[src/rtl/board_io_ctrl_if.sv]
// -----------------------------------------------------------------------------
// board_io_ctrl_if
//   Avalon-MM slave bus bundle for the board_io_ctrl component.
//   chipselect/read/write : access strobes (active-high)
//   address               : 3-bit word address
//   writedata             : 32-bit write data
//   readdata              : 32-bit read data, valid one cycle after the read strobe
//   modport master : drives strobes/address/writedata, receives readdata
//   modport slave  : receives strobes/address/writedata, drives readdata
// -----------------------------------------------------------------------------
interface board_io_ctrl_if;
    logic        chipselect;
    logic        read;
    logic        write;
    logic [2:0]  address;
    logic [31:0] writedata;
    logic [31:0] readdata;

    modport master (
        output chipselect,
        output read,
        output write,
        output address,
        output writedata,
        input  readdata
    );

    modport slave (
        input  chipselect,
        input  read,
        input  write,
        input  address,
        input  writedata,
        output readdata
    );
endinterface

[src/rtl/board_io_ctrl.sv]
// -----------------------------------------------------------------------------
// board_io_ctrl
//   Avalon-MM slave for DE1-SoC board I/O. Debounces the SW/KEY inputs, latches
//   rising-edge events with a level interrupt, drives the HEX 7-segment digits
//   (hex decode, per-digit enable and blink) and the LEDR outputs.
//
//   clk      in   system clock
//   reset_n  in   asynchronous reset, active-low
//   raw_in   in   asynchronous board inputs (NUM_IN)
//   avs      bus  Avalon-MM slave (chipselect/read/write/address/writedata/readdata)
//   irq      out  level interrupt, active-high
//   hex      out  segments, active-low, digit d = hex[7d+6:7d], bit order gfedcba
//   ledr     out  LED drive, active-high
//
//   Register map (word address):
//     0 STATE RO, 1 EVENTS W1C, 2 IRQ_MASK RW, 3 HEX_VALUE RW,
//     4 HEX_CTRL RW ([7:0] enable, [15:8] blink), 5 LEDR RW, 6/7 read 0.
// -----------------------------------------------------------------------------
module board_io_ctrl #(
    parameter int                NUM_IN          = 14,
    parameter logic [NUM_IN-1:0] ACTIVE_LOW_MASK = 14'h3C00,
    parameter int                DEBOUNCE_CYCLES = 50000,
    parameter int                NUM_DIGITS      = 6,
    parameter int                NUM_LEDS        = 10,
    parameter int                BLINK_CYCLES    = 12500000
) (
    input  logic                    clk,
    input  logic                    reset_n,
    input  logic [NUM_IN-1:0]       raw_in,
    board_io_ctrl_if.slave          avs,
    output logic                    irq,
    output logic [7*NUM_DIGITS-1:0] hex,
    output logic [NUM_LEDS-1:0]     ledr
);

    localparam int              DB_W    = $clog2(DEBOUNCE_CYCLES);
    localparam logic [DB_W-1:0] DB_LAST = DB_W'(DEBOUNCE_CYCLES - 1);
    localparam int              BL_W    = $clog2(BLINK_CYCLES);
    localparam logic [BL_W-1:0] BL_LAST = BL_W'(BLINK_CYCLES - 1);

    function automatic logic [6:0] seg7(input logic [3:0] nib);
        logic [6:0] s;
        case (nib)
            4'h0: s = 7'h40;
            4'h1: s = 7'h79;
            4'h2: s = 7'h24;
            4'h3: s = 7'h30;
            4'h4: s = 7'h19;
            4'h5: s = 7'h12;
            4'h6: s = 7'h02;
            4'h7: s = 7'h78;
            4'h8: s = 7'h00;
            4'h9: s = 7'h10;
            4'hA: s = 7'h08;
            4'hB: s = 7'h03;
            4'hC: s = 7'h46;
            4'hD: s = 7'h21;
            4'hE: s = 7'h06;
            default: s = 7'h0E;
        endcase
        return s;
    endfunction

    // ---------------------------------------------------------------- state
    logic [NUM_IN-1:0]       sync1_q, sync1_d;
    logic [NUM_IN-1:0]       sync2_q, sync2_d;
    logic [NUM_IN-1:0]       stable_q, stable_d;
    logic [NUM_IN-1:0]       events_q, events_d;
    logic [NUM_IN-1:0]       irq_mask_q, irq_mask_d;
    logic [4*NUM_DIGITS-1:0] hex_value_q, hex_value_d;
    logic [NUM_DIGITS-1:0]   dig_en_q, dig_en_d;
    logic [NUM_DIGITS-1:0]   dig_blink_q, dig_blink_d;
    logic [NUM_LEDS-1:0]     ledr_q, ledr_d;
    logic [31:0]             readdata_q, readdata_d;
    logic                    irq_q, irq_d;
    logic [BL_W-1:0]         blink_cnt_q, blink_cnt_d;
    logic                    phase_q, phase_d;
    logic [7*NUM_DIGITS-1:0] hex_q, hex_d;

    logic                    wr_en;
    logic                    rd_en;
    logic [NUM_IN-1:0]       rise;
    logic [NUM_IN-1:0]       clr;
    logic [31:0]             rd_mux;

    assign wr_en = avs.chipselect & avs.write;
    assign rd_en = avs.chipselect & avs.read;

    // ---------------------------------------------------------- input path
    // Polarity is normalised before the synchroniser so everything downstream
    // treats 1 as "active".
    always_comb begin
        sync1_d = raw_in ^ ACTIVE_LOW_MASK;
        sync2_d = sync1_q;
    end

    // One debounce counter per channel. The counter only runs while the
    // synchronised input disagrees with the accepted value; any agreement
    // (a glitch returning) restarts it from zero.
    genvar gi;
    generate
        for (gi = 0; gi < NUM_IN; gi++) begin : g_db
            logic [DB_W-1:0] cnt_q, cnt_d;
            logic            stable_nx;

            always_comb begin
                cnt_d     = '0;
                stable_nx = stable_q[gi];
                if (sync2_q[gi] != stable_q[gi]) begin
                    if (cnt_q == DB_LAST) begin
                        stable_nx = sync2_q[gi];
                    end else begin
                        cnt_d = cnt_q + 1'b1;
                    end
                end
            end

            always_ff @(posedge clk or negedge reset_n) begin
                if (!reset_n) begin
                    cnt_q <= '0;
                end else begin
                    cnt_q <= cnt_d;
                end
            end

            assign stable_d[gi] = stable_nx;
        end
    endgenerate

    assign rise = stable_d & ~stable_q;

    // ------------------------------------------------------ register file
    always_comb begin
        irq_mask_d  = irq_mask_q;
        hex_value_d = hex_value_q;
        dig_en_d    = dig_en_q;
        dig_blink_d = dig_blink_q;
        ledr_d      = ledr_q;
        clr         = '0;

        if (wr_en) begin
            case (avs.address)
                3'd1: clr         = avs.writedata[NUM_IN-1:0];
                3'd2: irq_mask_d  = avs.writedata[NUM_IN-1:0];
                3'd3: hex_value_d = avs.writedata[4*NUM_DIGITS-1:0];
                3'd4: begin
                    dig_en_d    = avs.writedata[NUM_DIGITS-1:0];
                    dig_blink_d = avs.writedata[8 +: NUM_DIGITS];
                end
                3'd5: ledr_d      = avs.writedata[NUM_LEDS-1:0];
                default: ;
            endcase
        end

        // A new rising edge in the same cycle as a clear keeps the flag set.
        events_d = (events_q & ~clr) | rise;
        irq_d    = |(events_q & irq_mask_q);
    end

    always_comb begin
        rd_mux = '0;
        case (avs.address)
            3'd0: rd_mux[NUM_IN-1:0]       = stable_q;
            3'd1: rd_mux[NUM_IN-1:0]       = events_q;
            3'd2: rd_mux[NUM_IN-1:0]       = irq_mask_q;
            3'd3: rd_mux[4*NUM_DIGITS-1:0] = hex_value_q;
            3'd4: begin
                rd_mux[NUM_DIGITS-1:0]  = dig_en_q;
                rd_mux[8 +: NUM_DIGITS] = dig_blink_q;
            end
            3'd5: rd_mux[NUM_LEDS-1:0]     = ledr_q;
            default: ;
        endcase
    end

    // readdata holds between reads; a simultaneous write suppresses the read.
    always_comb begin
        readdata_d = readdata_q;
        if (rd_en) begin
            readdata_d = avs.write ? 32'd0 : rd_mux;
        end
    end

    // ------------------------------------------------------------ blinking
    always_comb begin
        blink_cnt_d = blink_cnt_q + 1'b1;
        phase_d     = phase_q;
        if (blink_cnt_q == BL_LAST) begin
            blink_cnt_d = '0;
            phase_d     = ~phase_q;
        end
    end

    generate
        for (gi = 0; gi < NUM_DIGITS; gi++) begin : g_digit
            logic [6:0] seg;
            always_comb begin
                seg = seg7(hex_value_q[4*gi +: 4]);
                if (!dig_en_q[gi] || (dig_blink_q[gi] && phase_q)) begin
                    seg = 7'h7F;
                end
            end
            assign hex_d[7*gi +: 7] = seg;
        end
    endgenerate

    // -------------------------------------------------------------- flops
    always_ff @(posedge clk or negedge reset_n) begin
        if (!reset_n) begin
            sync1_q     <= '0;
            sync2_q     <= '0;
            stable_q    <= '0;
            events_q    <= '0;
            irq_mask_q  <= '0;
            hex_value_q <= '0;
            dig_en_q    <= '0;
            dig_blink_q <= '0;
            ledr_q      <= '0;
            readdata_q  <= '0;
            irq_q       <= 1'b0;
            blink_cnt_q <= '0;
            phase_q     <= 1'b0;
            hex_q       <= '1;
        end else begin
            sync1_q     <= sync1_d;
            sync2_q     <= sync2_d;
            stable_q    <= stable_d;
            events_q    <= events_d;
            irq_mask_q  <= irq_mask_d;
            hex_value_q <= hex_value_d;
            dig_en_q    <= dig_en_d;
            dig_blink_q <= dig_blink_d;
            ledr_q      <= ledr_d;
            readdata_q  <= readdata_d;
            irq_q       <= irq_d;
            blink_cnt_q <= blink_cnt_d;
            phase_q     <= phase_d;
            hex_q       <= hex_d;
        end
    end

    assign avs.readdata = readdata_q;
    assign irq          = irq_q;
    assign hex          = hex_q;
    assign ledr         = ledr_q;

endmodule

[src/flat_wrapper.sv]
// flat-port wrapper written by rule: the top's interface ports become plain ports
module board_io_ctrl_flat 
#(
    parameter int                NUM_IN          = 14,
    parameter logic [NUM_IN-1:0] ACTIVE_LOW_MASK = 14'h3C00,
    parameter int                DEBOUNCE_CYCLES = 50000,
    parameter int                NUM_DIGITS      = 6,
    parameter int                NUM_LEDS        = 10,
    parameter int                BLINK_CYCLES    = 12500000
)
  (clk, reset_n, raw_in, irq, hex, ledr, avs_chipselect, avs_read, avs_write, avs_address, avs_writedata, avs_readdata);
  board_io_ctrl_if avs_i ();
  input  logic clk;
  input  logic reset_n;
  input  logic [NUM_IN-1:0] raw_in;
  output logic irq;
  output logic [7*NUM_DIGITS-1:0] hex;
  output logic [NUM_LEDS-1:0] ledr;
  input wire logic [$bits(avs_i.chipselect)-1:0] avs_chipselect;
  input wire logic [$bits(avs_i.read)-1:0] avs_read;
  input wire logic [$bits(avs_i.write)-1:0] avs_write;
  input wire logic [$bits(avs_i.address)-1:0] avs_address;
  input wire logic [$bits(avs_i.writedata)-1:0] avs_writedata;
  output wire logic [$bits(avs_i.readdata)-1:0] avs_readdata;
  assign avs_i.chipselect = avs_chipselect;
  assign avs_i.read = avs_read;
  assign avs_i.write = avs_write;
  assign avs_i.address = avs_address;
  assign avs_i.writedata = avs_writedata;
  assign avs_readdata = avs_i.readdata;
  board_io_ctrl #(.NUM_IN(NUM_IN), .ACTIVE_LOW_MASK(ACTIVE_LOW_MASK), .DEBOUNCE_CYCLES(DEBOUNCE_CYCLES), .NUM_DIGITS(NUM_DIGITS), .NUM_LEDS(NUM_LEDS), .BLINK_CYCLES(BLINK_CYCLES)) u_core (.clk(clk), .reset_n(reset_n), .raw_in(raw_in), .avs(avs_i), .irq(irq), .hex(hex), .ledr(ledr));
endmodule
[config.mk]
export PLATFORM = sky130hd
export DESIGN_NAME = board_io_ctrl_flat
export DESIGN_NICKNAME = d
export VERILOG_FILES = /design/src/rtl/board_io_ctrl_if.sv /design/src/rtl/board_io_ctrl.sv /design/src/flat_wrapper.sv
export SDC_FILE = /design/constraint.sdc
export NUM_CORES = 1
export LEC_CHECK = 0
export BUFFER_PORTS_ARGS = -buffer_cell sky130_fd_sc_hd__buf_2
export CAP_MARGIN = 40
export CORE_UTILIZATION = 46
export CTS_CLUSTER_SIZE = 30
export DETAILED_ROUTE_END_ITERATION = 8
export HOLD_SLACK_MARGIN = 0.02
export SETUP_SLACK_MARGIN = 0.15
export SLEW_MARGIN = 25
export SYNTH_ARGS = -nofsm -noshare
export SYNTH_HDL_FRONTEND = slang
export SYNTH_SLANG_ARGS = --single-unit
[constraint.sdc]
create_clock -name clk -period 2.2 [get_ports clk]
set_clock_uncertainty 0.15 [all_clocks]
set_input_delay 0.11 -clock clk [delete_from_list [all_inputs] [get_ports clk]]
set_output_delay 0.11 -clock clk [all_outputs]
set_load 0.01 [all_outputs]
* Word level (Yosys, flattened, before mapping)
Memory sizes are Yosys's and may differ from the RTL's. Cells that the tools add are included.
Word-level totals: register bits after elaboration 440, bits in read-only memories 672, input bits 54, output and inout bits 85, word-level logic and storage cells 188, memories 6
Cells by class: $add $sub $neg 15, equal/unequal tests 34, multiplexer cells 71, bitwise operators 10, reduce and logical (&&, ||, !) cells 24
Memories:
- (no name shown) | depth 16, bits a word 7, rd ports 1, clocked after memory_dff 0, write ports 0, RTL line board_io_ctrl.sv:43 | case (nib)
- (no name shown) | depth 16, bits a word 7, rd ports 1, clocked after memory_dff 0, write ports 0, RTL line board_io_ctrl.sv:43
- (no name shown) | depth 16, bits a word 7, rd ports 1, clocked after memory_dff 0, write ports 0, RTL line board_io_ctrl.sv:43
- (no name shown) | depth 16, bits a word 7, rd ports 1, clocked after memory_dff 0, write ports 0, RTL line board_io_ctrl.sv:43
- (no name shown) | depth 16, bits a word 7, rd ports 1, clocked after memory_dff 0, write ports 0, RTL line board_io_ctrl.sv:43
- (no name shown) | depth 16, bits a word 7, rd ports 1, clocked after memory_dff 0, write ports 0, RTL line board_io_ctrl.sv:43
Operators with widths (number):
- two-way mux 16 bit | 28
- adder 16 x 1 -> 16 bit, second input constant | 14
- == test 16 bit, second input constant | 14
- two-way mux 24 bit | 2
- AND 14 bit | 3
- two-way mux 7 bit | 6
- case mux 6 bit (6 select lines) | 1
- two-way mux 1 bit | 28
- two-way mux 14 bit | 2
- inverter 14 bit | 2
- adder 24 x 1 -> 24 bit, second input constant | 1
- == test 24 bit, second input constant | 1
- case mux 4 bit (5 select lines) | 1
- inequality test 1 bit | 14
- bitwise OR 14 bit | 1
- OR reduction 14 bit | 1
- case mux 2 bit (6 select lines) | 1
- two-way mux 10 bit | 1
- case mux 2 bit (5 select lines) | 1
- AND reduction 2 bit | 4
- == test 3 x 2 -> 1 bit, second input constant | 2
- == test 3 bit, second input constant | 2
- logical AND 1 bit | 6
- zero test 1 bit | 6
- other kinds (6) | 12

* Depth between registers and ports, before layout
word-level depth 6, gate-level depth with buffers 8, mapped depth without buffers 6

* Least setup slack after synthesis
OpenSTA, ideal clock, no wires.
path type reg2reg, from register u_core.g_db[4].cnt_q[7], to register u_core.stable_q[4], library setup time 125 ps, arrival 1733 ps, required time 1925 ps, slack 192 ps, cell stages (with the launch flop) 4, buffers on the path 0, clock period less this slack 2008 ps, cells stage by stage dfrtp_1 or4b_1 or4_4 mux2_4
Between the ends: word-level cells in the longest chain between the ends 3
Ends and longest elaborated chain:
- from (decl) | RTL line board_io_ctrl.sv:103 | logic [DB_W-1:0] cnt_q, cnt_d;
- from (signal assigned) | RTL line board_io_ctrl.sv:122 | cnt_q <= cnt_d;
- == test 16 bit | RTL line board_io_ctrl.sv:110 | if (cnt_q == DB_LAST) begin
- two-way mux 1 bit | RTL line board_io_ctrl.sv:110
- two-way mux 1 bit | RTL line board_io_ctrl.sv:109 | if (sync2_q[gi] != stable_q[gi]) begin
- named net u_core.g_db[4].stable_nx | RTL line board_io_ctrl.sv:104 | logic stable_nx;
- to (signal assigned) | RTL line board_io_ctrl.sv:227 | stable_q <= stable_d;
- to (decl) | RTL line board_io_ctrl.sv:67 | logic [NUM_IN-1:0] stable_q, stable_d;
The timed path passes the listed nets, and every way through them passes these cells. A chain may end at the register's enable or synchronous reset.

* Worst setup path after layout
from register u_core.g_db[7].cnt_q[5], to register u_core.stable_q[7]
Between the ends: word-level cells in the longest chain between the ends 3
Ends and longest elaborated chain (RTL line):
- from (decl) | board_io_ctrl.sv:103
- from (signal assigned) | board_io_ctrl.sv:122
- == test 16 bit | board_io_ctrl.sv:110
- two-way mux 1 bit | board_io_ctrl.sv:110
- two-way mux 1 bit | board_io_ctrl.sv:109
- named net u_core.g_db[7].stable_nx | board_io_ctrl.sv:104
The timed path passes the listed nets, and every way through them passes these cells.

==> reports/metrics.cfg <==
[outcome]
outcome = completed

[grt]
grt_pass1_vias = 14900
globalRouteOverflowTotal = 0
grt_max_degree = 73
grt_pass1_wl_microns = 77500
grt_use_total_pct = 20.7
antenna_found_initial = 3

[sta]
setup_viol = 0
fmax_mhz = 494
fin_crit_ns = 2.02
tns_ns = 0
post-route-period-util_pct = 92.0
hold_viol_final = 0
slew_headroom_pct = 54.4
drv_slew = 0
rsz0062_at_grt = true
max_slew.worst_pin.slew_ns = 0.685

[die]
placementRows = 77
ios = 139
die_w_microns = 214
die-area_sq_um = 45800
start_util_pct = 46.7
core_area_sq_um = 44200
die_h_microns = 214

[clock_network]
clockBufferDepth = 3
cts_tree = yes
clk_pin_slew_ns = 0.06
clk_latency_ns = 0.58
cts.sinks = 432
htree_levels = 2
clockRootBuffer = clkbuf_16
cts_buffers = 48

[flow_run]
cap_violations = 0

[worst_hold_path]
hold_path.class = primary input to flip-flop

[yosys]
ys_ff_latch = 432
ys.flop_type = dfrtp_1
syn_inst = 1964
syn-cell-area_sq_um = 20700
netlist_top_cells_area = dfrtp_1 (47%), xnor2_1 (5.5%), dfstp_2 (5.3%)
syn_area_per_cell_sq_um = 10.5
yosysTopAreaCell = dfrtp_1
ys_warn_count = 0
yosysMostFrequentCell = dfrtp_1
synth-async-reset-ratio_pct = 100
synth_edf_count = 0
yosysSeqAreaShare_pct = 52.6
ys_types = 71
ys_top_cells_by_count = dfrtp_1 (390), nor2_1 (244), xnor2_1 (130)
synth_top_area_share_pct = 47.2

[route]
routedWlPerCell_microns = 16.3
avgViaCountPerCell = 5.37
drt_iter0_drc = 1056
wl_microns = 46100
ant_nets = 0
remaining_drc_errors = 0
num_vias = 15200
dr.pass1.iters = 5

[layout]
syn2layout_area_growth_pct = 18.4
drive_above_1_share_pct = 17.8
n_fill_cell = 3888
fin_nets = 2297

[place]
place.port_buffers = 122
place.detailed.hpwl_microns = 32000
gp_congestion = 0.865

[pwr]
p_int_w = 0.0145
power.leakage_nw = 10.5
vdd_drop_max_mv = 0.604
p_comb_share_pct = 12.5
p_clk_share_pct = 40.3
total_power_w = 0.0197
pwr-share-seq_pct = 47.2
p_sw_w = 0.00521
swShare_pct = 26.4
power_density_nw_per_um2 = 807

[worst_setup_path]
path_cells = or4b_1 -> or4_4 -> mux2_4
cp-start-kind = flip-flop
crit_arrival_ns = 2.34
end_kind = flip-flop
critical_path.slowest_cell = or4_4
crit_required_ns = 2.51
path_max_fanout = 4
worstSetupPathType = flip-flop to flip-flop
critPathMaxStageDelay_ns = 0.54

==> metal layers <==
| layer | GRT usage, % | vias to the layer above | wire length [microns] |
|---|---|---|---|
| li1 | - | 7371 | - |
| met1 | 29.3 | 7423 | 21800 |
| met2 | 31.9 | 291 | 20700 |
| met3 | 4.01 | 77 | 2400 |
| met4 | 6.86 | 2 | 1220 |
| met5 | 0 | - | 11 |
==> worst paths after layout <==
kind	to	slack, ns	cells past startpoint	start
setup / recovery	u_core.stable_q[7]	0.18	3	u_core.g_db[7].cnt_q[5]
hold / removal	u_core.sync1_q[11]	0.06	3	raw_in[11]
setup reg to reg	u_core.stable_q[7]	0.18	3	u_core.g_db[7].cnt_q[5]
hold reg to reg	u_core.sync2_q[4]	0.20	0	u_core.sync1_q[4]
max in group asynchronous	u_core.hex[10]	1.40	3	reset_n
min in group asynchronous	u_core.g_db[9].cnt_q[3]	0.07	3	reset_n
==> cells in the final DEF (no fill, tap or decap), drive strengths merged, types with 42 or more instances in the layout <==
cell / count
buf: 192
clkbuf: 71
dfrtp: 390
dfstp: 42
dlygate4sd3: 55
ha: 51
inv: 72
mux2: 57
nand2: 131
nand3: 91
nand4: 81
nor2: 244
nor3: 43
o21ai: 83
xnor2: 130
xor2: 76
==> flip-flops by register name (all words and copies together) (netlist names) <==
signal / flops
u_core.dig_en_q: 6
u_core.events_q: 14
u_core.phase_q: 1
u_core.dig_blink_q: 6
u_core.sync2_q: 14
u_core.hex: 42
u_core.stable_q: 14
u_core.sync1_q: 14
u_core.irq_mask_q: 14
u_core.blink_cnt_q: 24
u_core.hex_value_q: 24
u_core.irq: 1
u_core.g_db.cnt_q: 224
u_core.avs.readdata: 24
u_core.ledr: 10
==> power groups by stage <==
stage          clock network [W]  registers, W  logic (W)
6_report                 0.00795       0.00932    0.00247
5_1_grt                  0.00852       0.00942    0.00277
4_1_cts                  0.00819       0.00932    0.00250
3_5_place_dp                   0       0.00946    0.00240
3_3_place_gp                   0       0.00943    0.00235
2_1_floorplan                  0       0.00932    0.00142
==> worst max-delay path: cells and delay by family, from the launching register on <==
kind | cells | cell delay [ns]
flip-flops | 1 | 0.40
multiplexers | 1 | 0.31
AND/OR/NAND/NOR | 2 | 1.05
==> repair_timing <==
item                                    4_1_cts  5_1_grt
buffers inserted                              2        5
endpoints found under the setup margin        2       48
gates resized for setup                       0        6
hold buffers                                 56        0
endpoints found under the hold margin       526        0
pin swaps                                     1        3
==> stage by stage <==
| step | area (sq um) | hold slack [ns] | util, % | setup slack [ns] | cells |
|---|---|---|---|---|---|
| after floorplan | 20700 | -0.336 | - | 0.192 | 1971 |
| after global placement | 22200 | -0.0999 | 50.3 | 0.145 | 2671 |
| after detailed placement | 22200 | -0.0960 | 50.3 | 0.129 | 2671 |
| after CTS | 24400 | 0.0203 | 55.2 | 0.142 | 2816 |
| after global routing | 24500 | 0.0680 | 55.3 | 0.123 | 2822 |
| final | 24500 | 0.0623 | 55.3 | 0.176 | 2823 |
==> layout make-up <==
| cell class | count | area, sq um | share of cell area [%] |
|---|---|---|---|
| well taps | 592 | 741 | 3.03 |
| flip-flops and latches | 432 | 10900 | 44.4 |
| repair buffers | 247 | 1780 | 7.29 |
| inverters | 71 | 267 | 1.09 |
| diodes | 2 | 5.00 | 0.0205 |
| multi-input cells | 1392 | 9230 | 37.7 |
| clock inverters | 16 | 180 | 0.737 |
| clock buffers | 71 | 1390 | 5.67 |
==> cells by family after synthesis <==
| family | after synthesis | share of synthesized area (%) |
|---|---|---|
| compound gates | 244 | 7.75 |
| other cells | 1 | 0.0182 |
| fa+ha+maj | 51 | 3.09 |
| buf+inv | 147 | 3.00 |
| simple gates | 807 | 20.2 |
| xor+xnor | 206 | 8.73 |
| mux | 76 | 4.61 |
| flops | 432 | 52.6 |
Power figures use the tool's default switching activity.
